==> src/rtl/button_debouncer.sv <==
`default_nettype none
// ============================================================================
//  Module      : button_debouncer
//  Description : Front end for board push-buttons. Each raw pin is polarity
//                corrected, brought into the clk domain through a two-flop
//                synchronizer and debounced with its own stability counter.
//                Produces clean levels and one-cycle press/release pulses.
//  Revision    : 1.0 - initial release
// ============================================================================
module button_debouncer #(
    parameter int N_BTN           = 3,
    parameter int DEBOUNCE_CYCLES = 50000,
    parameter bit ACTIVE_LOW      = 1'b0
) (
    input  logic             clk,
    input  logic             reset,
    input  logic [N_BTN-1:0] btn_raw,
    output logic [N_BTN-1:0] btn_level,
    output logic [N_BTN-1:0] btn_press,
    output logic [N_BTN-1:0] btn_release,
    output logic             any_press
);

    // A single-cycle debounce still needs a 1-bit counter to exist.
    localparam int                 c_cnt_w   = (DEBOUNCE_CYCLES > 1) ? $clog2(DEBOUNCE_CYCLES) : 1;
    localparam logic [c_cnt_w-1:0] c_cnt_max = c_cnt_w'(DEBOUNCE_CYCLES - 1);

    logic [N_BTN-1:0] w_pol;
    logic [N_BTN-1:0] r_s1;
    logic [N_BTN-1:0] r_s2;

    // Inversion happens before the synchronizer so everything downstream
    // works in "1 = pressed" terms.
    assign w_pol = btn_raw ^ {N_BTN{ACTIVE_LOW}};

    // Two-flop synchronizer for all raw pins.
    always_ff @(posedge clk) begin
        if (reset) begin
            r_s1 <= '0;
            r_s2 <= '0;
        end else begin
            r_s1 <= w_pol;
            r_s2 <= r_s1;
        end
    end

    genvar gi;
    generate
        for (gi = 0; gi < N_BTN; gi++) begin : g_btn
            logic [c_cnt_w-1:0] r_cnt;
            logic               r_stable;
            logic               r_press;
            logic               r_release;

            // Stability counter: any cycle that agrees with the stable level
            // restarts the count, so only an unbroken run flips the level.
            always_ff @(posedge clk) begin
                if (reset) begin
                    r_cnt     <= '0;
                    r_stable  <= 1'b0;
                    r_press   <= 1'b0;
                    r_release <= 1'b0;
                end else begin
                    r_press   <= 1'b0;
                    r_release <= 1'b0;
                    if (r_s2[gi] == r_stable) begin
                        r_cnt <= '0;
                    end else if (r_cnt == c_cnt_max) begin
                        r_cnt     <= '0;
                        r_stable  <= r_s2[gi];
                        r_press   <= r_s2[gi];
                        r_release <= ~r_s2[gi];
                    end else begin
                        r_cnt <= r_cnt + 1'b1;
                    end
                end
            end

            assign btn_level[gi]   = r_stable;
            assign btn_press[gi]   = r_press;
            assign btn_release[gi] = r_release;
        end
    endgenerate

    assign any_press = |btn_press;

endmodule
`default_nettype wire

==> config.mk <==
export PLATFORM = sky130hd
export DESIGN_NAME = button_debouncer
export DESIGN_NICKNAME = d
export VERILOG_FILES = /design/src/rtl/button_debouncer.sv
export SDC_FILE = /design/constraint.sdc
export NUM_CORES = 1
export LEC_CHECK = 0
export BUFFER_PORTS_ARGS = -buffer_cell sky130_fd_sc_hd__buf_4
export CORE_MARGIN = 3
export CORE_UTILIZATION = 64
export CTS_CLUSTER_DIAMETER = 120
export DETAILED_ROUTE_END_ITERATION = 6
export PLACE_DENSITY_LB_ADDON = 0.25
export SKIP_LAST_GASP = 1
export SYNTH_ARGS = -nofsm -noshare
export SYNTH_HDL_FRONTEND = slang
export SYNTH_SLANG_ARGS = --single-unit
export TNS_END_PERCENT = 30
==> constraint.sdc <==
create_clock -name clk -period 4.1 [get_ports clk]
set_input_delay 0.41 -clock clk [delete_from_list [all_inputs] [get_ports clk]]
set_output_delay 0.41 -clock clk [all_outputs]
set_load 0.02 [all_outputs]
==> key figures <==
Critical path
  – Arrival time at the worst endpoint: 2.33 ns
  – Worst r2r src: g_btn[2].r_cnt[0]
  – CP top delay family: compound AO/OA/AOI/OAI gates
  – Slowest cell on the critical path: o21ai_0
  – Critical path buffer and inverter count: 1
  – Required time reported for the critical path endpoint: 4.33 ns
  – RR Endpoint: g_btn[2].r_cnt[15]
  – Kind of capture point of the worst setup path: flip-flop
  – Worst Reg2Reg Path Length in Cells: 6
  – Largest fanout on the critical path: 8
  – Crit Path Category: reg -> reg
  – Ordered list of cells on the worst path: ha_1, and3_1, nand4b_1, o21ai_0, buf_4, nor2_1
  – R2R Setup Slk: 2.00 ns
  – Startpoint kind of the worst setup timing path: flip-flop
  – Max stage delay on crit path: 0.69 ns

Hold path
  – Type of the worst min-delay path: in -> reg
  – Endpoint with the worst hold slack: r_s1[2]
  – Hold_sp: btn_raw[2]
  – Cell depth of the worst hold path: 2

Clocking
  – Clock net sink count: 63
  – Clock Tree Buf Depth: 2
  – Number of CTS-inserted buffers: 9
  – Total number of H-tree levels: 3
  – Clock-pin transition on the worst setup and hold timing paths: 0.06 ns
  – Root buffer cell: clkbuf_8
  – Clock tree from TritonCTS: done
  – Count of instances resized after the clock tree is built: 0
  – Post-CTS Hold Fix Bufs: 0
  – Post-CTS Repair Setup Buffers: 0
  – Skew-Pair Late Insertion Delay: 0.33 ns

Final layout
  – Post-layout nets: 320
  – Synth-to-Final Area Change: 9.75%
  – Fill cell count: 291
  – Share of post-route cells with drive strength above 1: 11.1%
  – Final Util: 73.6%
  – Final design area excluding fillers: 2990 sq um
  – Number of standard cells in the final layout excluding fillers: 366
  – Number of antenna diodes: 0

Synthesis
  – Fraction of the yosys area taken by sequential cells: 46.4%
  – YS warnings: 0
  – Commonest register cell after synthesis: dfxtp_1
  – Number of storage elements in the synthesis netlist: 63
  – Net Count, Synth: 311
  – Count of flip-flops with a built-in enable after synthesis: 0
  – Distinct cell type count of the synthesized netlist: 35
  – Post-synthesis instance total: 303
  – Summed instance area of the synthesized netlist: 2720 sq um
  – Fraction of registers with async set or reset after synthesis: 0%
  – Average cell area after synthesis: 8.98 sq um

Timing
  – Final-report max-slew violation count: 0
  – Remaining max-slew budget at the tightest pin: 45.3%
  – Worst setup margin: 2.00 ns
  – Maximum frequency from static timing analysis: 476 MHz
  – Count of endpoints failing setup in the final report: 0
  – Final worst path period share: 51.3%
  – Final worst clock skew: 0.00399 ns
  – Final setup TNS: 0 ns
  – Hold Worst Slack: 0.283 ns
  – Hold Vio Cnt, Final: 0
  – RSZ-0062 raised after global routing: no
  – Measured slew at the worst slew-check pin: 0.812 ns
  – Final critical path time including I/O delays and setup: 2.10 ns

Power and ir drop
  – Maximum vdd ir drop: 0.200 mV
  – Tot Pwr: 1.17 mW
  – Leakage: 0.989 nW
  – Power density cells: 390 nW/um^2

Placed design
  – Total half-perimeter wirelength after legalization and detailed placement: 3.30 mm
  – Post-placement setup slack: 2.00 ns
  – Cell area after placement: 2790 sq um
  – Number of cells after detailed placement: 351
  – Count of input and output buffers: 14
  – Placer Congestion: 0.822

Routing
  – Number of antenna-violating nets in the routed design: 0
  – Violation count after the first detailed-route iteration: 122
  – Number of DRC violations after detailed routing: 0
  – Average via count per standard cell: 5.55
  – Total wire length: 4.84 mm
  – First-pass iteration count of the detailed router: 4
  – Average routed wire per standard cell: 13.2 um
  – Via count of the routed design: 2030

GRT
  – Number of antenna violations at the first check in global routing: 0
  – Global-route wire length before repair: 8.67 mm
  – Via count of the first global-routing pass: 1931
  – Final global-route overflow total: 0
  – Maximum number of pins on one net before global-route repair: 20
  – Total global-route track usage: 21.5%

Floorplanning
  – Floorplan die width: 71.2 um
  – Initial standard-cell utilization of the core: 67.0%
  – Area inside the core boundary: 4060 sq um
  – Die Y-Extent: 71.2 um
  – Number of rows in the core area: 23
  – # IOs: 15
  – Die Area: 5070 sq um

Flow run
  – Max Cap Viol: 0

Status
  – Result of the run: finished clean
## cells in the mapped netlist, drive strengths merged (2+ instances only)
cell type,instances,area (sq um)
dfxtp,63,1260
nor2,50,188
xnor2,28,245
nand2,16,62.6
nand3,16,80.1
nand4,13,81.3
buf,12,87.6
nor3,12,60.1
xor2,12,105
nor4,11,68.8
and3,8,52.6
nor2b,7,43.8
a21oi,6,30.0
inv,6,22.5
nand2b,6,37.5
clkbuf,5,18.8
o21ai,5,25.0
or3,5,31.3
and2,3,18.8
ha,3,37.5
nand4b,3,26.3
nor4b,3,26.3
or4,3,26.3
nor4bb,2,20.0
## kinds of logic (layout without fill, tap and decap cells)
| logic type | after synthesis | after routing | synth area share (%) |
|---|---|---|---|
| xor+xnor | 40 | 40 | 12.9 |
| simple gates | 161 | 161 | 32.0 |
| buf+inv | 23 | 36 | 4.74 |
| fa+ha+maj | 3 | 3 | 1.38 |
| flops | 63 | 63 | 46.4 |
| compound gates | 12 | 12 | 2.30 |
| mux | 1 | 1 | 0.368 |
## placed cells by master, fill, tap and decap left out, drive strengths merged, types with 12 or more instances in the layout
master / n
nand4: 13
dfxtp: 63
xnor2: 28
nand2: 16
buf: 15
nor2: 50
xor2: 12
nor3: 12
nand3: 16
## cell type report
| class | count | area, sq um | share of cell area [%] |
|---|---|---|---|
| multi-input combinational | 217 | 1330 | 44.6 |
| sequential | 63 | 1260 | 42.2 |
| clock buffer | 11 | 151 | 5.07 |
| timing repair buffer | 15 | 113 | 3.77 |
| tap | 50 | 62.6 | 2.10 |
| clock inverter | 4 | 45.0 | 1.51 |
| inverter | 6 | 22.5 | 0.754 |
## worst max path at each step
stage | from | to | slack (ns) | cells past startpoint
floorplan | g_btn[0].r_cnt[0] | g_btn[0].r_cnt[11] | 2.29 | 7
global placement | g_btn[2].r_cnt[0] | g_btn[2].r_cnt[5] | 2.08 | 6
detailed placement | g_btn[2].r_cnt[0] | g_btn[2].r_cnt[15] | 2.00 | 6
CTS | g_btn[2].r_cnt[0] | g_btn[2].r_cnt[14] | 2.00 | 6
global route | g_btn[2].r_cnt[0] | g_btn[2].r_cnt[15] | 1.83 | 6
finish | g_btn[2].r_cnt[0] | g_btn[2].r_cnt[15] | 2.00 | 6
## power breakdown
part           internal (mW)  switching (mW)
clock network          0.307           0.227
logic                0.00595         0.00790
registers              0.616         0.00227
total                  0.929           0.237
## registers in the layout, summed over array words and instances (netlist names)
name and cells:
g_btn.r_cnt 48, g_btn.r_release 3, g_btn.r_stable 3, r_s1 3
r_s2 3, g_btn.r_press 3
## metal layers
layer  wire, um  global-route usage [%]
met1       2380                    29.0
met3        233                    7.95
met2       2160                    31.7
met5          0                       0
met4         64                    7.31
Power figures use the tool's default switching activity.
